$ cat config.mk
export PLATFORM = sky130hd
export DESIGN_NAME = run_detector_n
export DESIGN_NICKNAME = d
export VERILOG_FILES = /design/src/rtl/run_detector_n.sv
export SDC_FILE = /design/constraint.sdc
export NUM_CORES = 1
export LEC_CHECK = 0
export BUFFER_PORTS_ARGS = -buffer_cell sky130_fd_sc_hd__buf_2
export CAP_MARGIN = 10
export CORE_UTILIZATION = 32
export DETAILED_ROUTE_END_ITERATION = 10
export SLEW_MARGIN = 20
export SYNTH_ARGS = -nofsm -noshare
export SYNTH_HDL_FRONTEND = slang
export SYNTH_SLANG_ARGS = --single-unit
$ cat constraint.sdc
create_clock -name clk -period 2 [get_ports clk]
set_clock_uncertainty 0.15 [all_clocks]
set_input_delay 0.2 -clock clk [delete_from_list [all_inputs] [get_ports clk]]
set_output_delay 0.2 -clock clk [all_outputs]
set_load 0.05 [all_outputs]
$ cat src/rtl/run_detector_n.sv
// Run-length detector: flags RUN_LEN consecutive equal qualified samples of din, with polarity and overlap control.
// Latency: outputs register on the sampling edge, with no extra pipeline stage. Backpressure: none; en only qualifies samples.
module run_detector_n #(
  parameter int RUN_LEN = 4,
  parameter int CNT_W   = 8,
  parameter int RL_W    = $clog2(RUN_LEN + 1)
) (
  input  logic             clk,
  input  logic             rst,
  input  logic             en,
  input  logic             din,
  input  logic [1:0]       mode,
  input  logic             overlap,
  input  logic             clr_count,
  output logic             det,
  output logic             det_val,
  output logic [RL_W-1:0]  run_len,
  output logic [CNT_W-1:0] det_count
);

  typedef enum logic [0:0] {
    IDLE  = 1'b0,
    COUNT = 1'b1
  } state_t;

  localparam logic [RL_W-1:0]  RUN_MAX = RL_W'(RUN_LEN);
  localparam logic [RL_W-1:0]  RL_ONE  = RL_W'(1);
  localparam logic [CNT_W-1:0] CNT_ONE = CNT_W'(1);
  localparam logic [CNT_W-1:0] CNT_SAT = '1;

  state_t          state;
  logic            last;
  logic            same;
  logic            permit;
  logic            hit;
  logic [RL_W-1:0] run_next;

  // The run's bit value after this sample is always din, so polarity is checked against din.
  always_comb begin
    same     = 1'b0;
    permit   = 1'b0;
    hit      = 1'b0;
    run_next = RL_ONE;
    same = (state == COUNT) && (din == last);
    if (same) begin
      run_next = (run_len == RUN_MAX) ? RUN_MAX : run_len + RL_ONE;
    end
    case (mode)
      2'b00:   permit = 1'b1;
      2'b01:   permit = din;
      2'b10:   permit = ~din;
      default: permit = 1'b0;
    endcase
    hit = (run_next == RUN_MAX) && permit;
  end

  always_ff @(posedge clk) begin
    if (rst) begin
      state     <= IDLE;
      last      <= 1'b0;
      run_len   <= '0;
      det       <= 1'b0;
      det_val   <= 1'b0;
      det_count <= '0;
    end else begin
      if (en) begin
        state   <= COUNT;
        last    <= din;
        run_len <= (hit && !overlap) ? '0 : run_next;
        det     <= hit;
        if (hit) begin
          det_val <= din;
        end
      end
      // Clear beats a same-edge increment so that detection is dropped.
      if (clr_count) begin
        det_count <= '0;
      end else if (en && hit && (det_count != CNT_SAT)) begin
        det_count <= det_count + CNT_ONE;
      end
    end
  end

endmodule

==> reports/metrics.cfg <==
[floorplan]
die_x_um = 51.3
start_util_pct = 34.5
coreArea_mm2 = 0.00225
rows = 17
die_y_um = 51.3
die-area_mm2 = 0.00263
pin_count = 21

[final_layout]
synthToLayoutAreaGrowth_pct = 29.6
ff_latch_area_um2 = 309
nNetsFinal = 120
diodes = 0
drive_above_1_share_pct = 40.7
final_common_cell = buf_2
multiInputGateArea_um2 = 477
fillers = 235
post-route-util_pct = 44.7
final_cells = 136
mostFrequentLayoutCells = buf_2, nor2_1, dfxtp_1

[drt]
wirelength_um = 1510
drtIter0Drc = 8
avgRoutedWirePerCell_um = 11.1
firstDrtPassIters = 4
ant_nets = 0
post-route-drc-count = 0
via_per_inst = 5.01
vias = 681

[clock_network]
clk_path_buf_depth = 2
cts_root_buffer = clkbuf_4
cts_made_buffers = 3
cts_tree = done
cts_max_level = 1
clock-sinks = 15
clock_latency_ns = 0.28
cts.clk_slew.worst_paths_ns = 0.09

[setup_path]
startpoint = run_len[0]
r2r_slack_ns = 0.0004
cpMaxStageDelayCell = a221o_2
r2r_start = run_len[0]
crit_type = reg -> reg
crit_chain = inv_4, ha_4, nand2b_4, a221o_2, nor4_4, a211oi_1, a31o_1
reg2reg_to = det_count[5]
end_kind = flop
required_ns = 2.03
cp-start-kind = flop
r2r_cells = 7
critPathMaxStageDelay_ns = 0.43
critPathArrivalTime_ns = 2.03
cp_max_fo = 7

[global_route]
grt-ovfl-total = 0
grt_max_degree = 10
grt_first_pass_wirelength_um = 2590
antenna_found_initial = 0
grt.total_usage_pct = 13.6
grt_pass1_vias = 650

[sta]
fin_ws_ns = 0.000376
timing.final.crit_share_pct = 100
hold_viol_final = 0
fmax_ghz = 0.500
tns_ns = 0
period_minus_slack_ns = 2.00
worstMarginPinSlew_ns = 0.319
finalSetupViolCount = 0
slew_headroom_pct = 78.8
slew_violations = 0
grt_setup_unrepaired = yes

[placed_design]
port_buffers = 20
dp_hpwl_um = 1160
dp_cells = 130
gp_congestion = 0.750
dp_slack_ns = 0.0107

[flow_run]
drv_cap = 0

[hold_path]
hp-class = in -> reg
holdPathEnd = state
hold_path_startpoint = en
holdPathStages = 3

[synth]
synth_seq_area_share_pct = 38.6
synth_edf_count = 0
syn_area_per_cell_um2 = 9.48
synth_flop_cell = dfxtp_1
syn_nets = 93
postSynthCellCount = 82
yosys_warnings = 0
synth_seq_cells = 15
netlist_area_um2 = 777
async_reset_ff_share_pct = 0
yosysUniqueCellTypes = 32

[pwr]
ir_drop_uv = 358
power_density_mw_per_mm2 = 535
p_leak_uw = 0.000390

[outcome]
status = finished clean

[synth_stat cells (all sizes together), types with 2 or more instances]
| library cell | instances | area, um^2 |
|---|---|---|
| nand3 | 2 | 10.0 |
| clkbuf | 2 | 7.51 |
| mux2i | 3 | 30.0 |
| nor4 | 4 | 58.8 |
| a211oi | 2 | 15.0 |
| xnor2 | 5 | 51.3 |
| nor2 | 13 | 51.3 |
| a31o | 2 | 17.5 |
| nand2 | 4 | 15.0 |
| and4 | 3 | 27.5 |
| and2 | 2 | 12.5 |
| inv | 6 | 22.5 |
| ha | 3 | 37.5 |
| a21oi | 3 | 15.0 |
| dfxtp | 15 | 300 |
[metal layers]
metal	wire [um]	GRT usage, %	share of wire (%)
met5	0	0	0
met3	107	6.25	7.1
met1	691	15.4	46
met4	14	4.95	0.93
met2	696	22.1	46
[area by class of cell]
class | count | area share [%]
well taps | 28 | 3.48
clock buffers | 4 | 2.61
repair buffers | 24 | 13.2
flip-flops and latches | 15 | 30.7
multi-input cells | 59 | 47.3
inverters | 6 | 2.73
[through the flow]
step           instance area, um^2  hold slack [ns]  power [uW]
3_3_place_gp                   952            0.303         368
5_1_grt                       1010           0.0536         570
4_1_cts                        991           0.0139         551
6_report                      1010           0.0256         539
2_1_floorplan                  810            0.171         353
3_5_place_dp                   952            0.312         370
[sequential cells by signal (all words and copies together), names as in the netlist]
| name | flops |
|---|---|
| det_count | 8 |
| last | 1 |
| det | 1 |
| run_len | 3 |
| state | 1 |
| det_val | 1 |
[kinds of logic after synthesis]
kind of cell	count (synthesis)	synth area share [%]
adder cells (fa/ha/maj)	3	4.83
AO/OA/AOI/OAI	13	13.4
multiplexers	3	3.86
XOR/XNOR	5	6.60
flip-flops	15	38.6
buffers and inverters	8	3.86
AND/OR/NAND/NOR	35	28.8
[where the power goes]
group,internal (uW),total (uW),switching (uW),leakage [uW]
logic,26.2,59.1,32.8,0.000252
clock network,77.5,173,95.7,0.0000150
registers,302,307,5.30,0.000123
[critical path, delay by kind of cell (launching register included)]
family,cells,cell delay [ns]
flops,1,0.39
buf+inv,1,0.05
simple gates,2,0.36
compound gates,3,0.74
fa+ha+maj,1,0.20
[worst max path at each step]
stage / endpoint / slack (ns) / cells after the start
after floorplan: det_count[5] / -0.02 / 7
after global placement: det_count[5] / 0.04 / 7
after detailed placement: det_count[5] / 0.01 / 7
after CTS: det_count[5] / -0.01 / 7
after global routing: det_count[5] / -0.08 / 7
final: det_count[5] / 0.0004 / 7
[what timing repair did]
action | in CTS | in global routing
buffers inserted | 0 | 1
pin swaps | 1 | 1
gates resized for setup | 1 | 1
hold endpoints to repair | 1 | 0
hold buffers | 1 | 0
endpoints found under the setup margin | 1 | 7
Note: power is estimated with default switching activity, not from simulation.
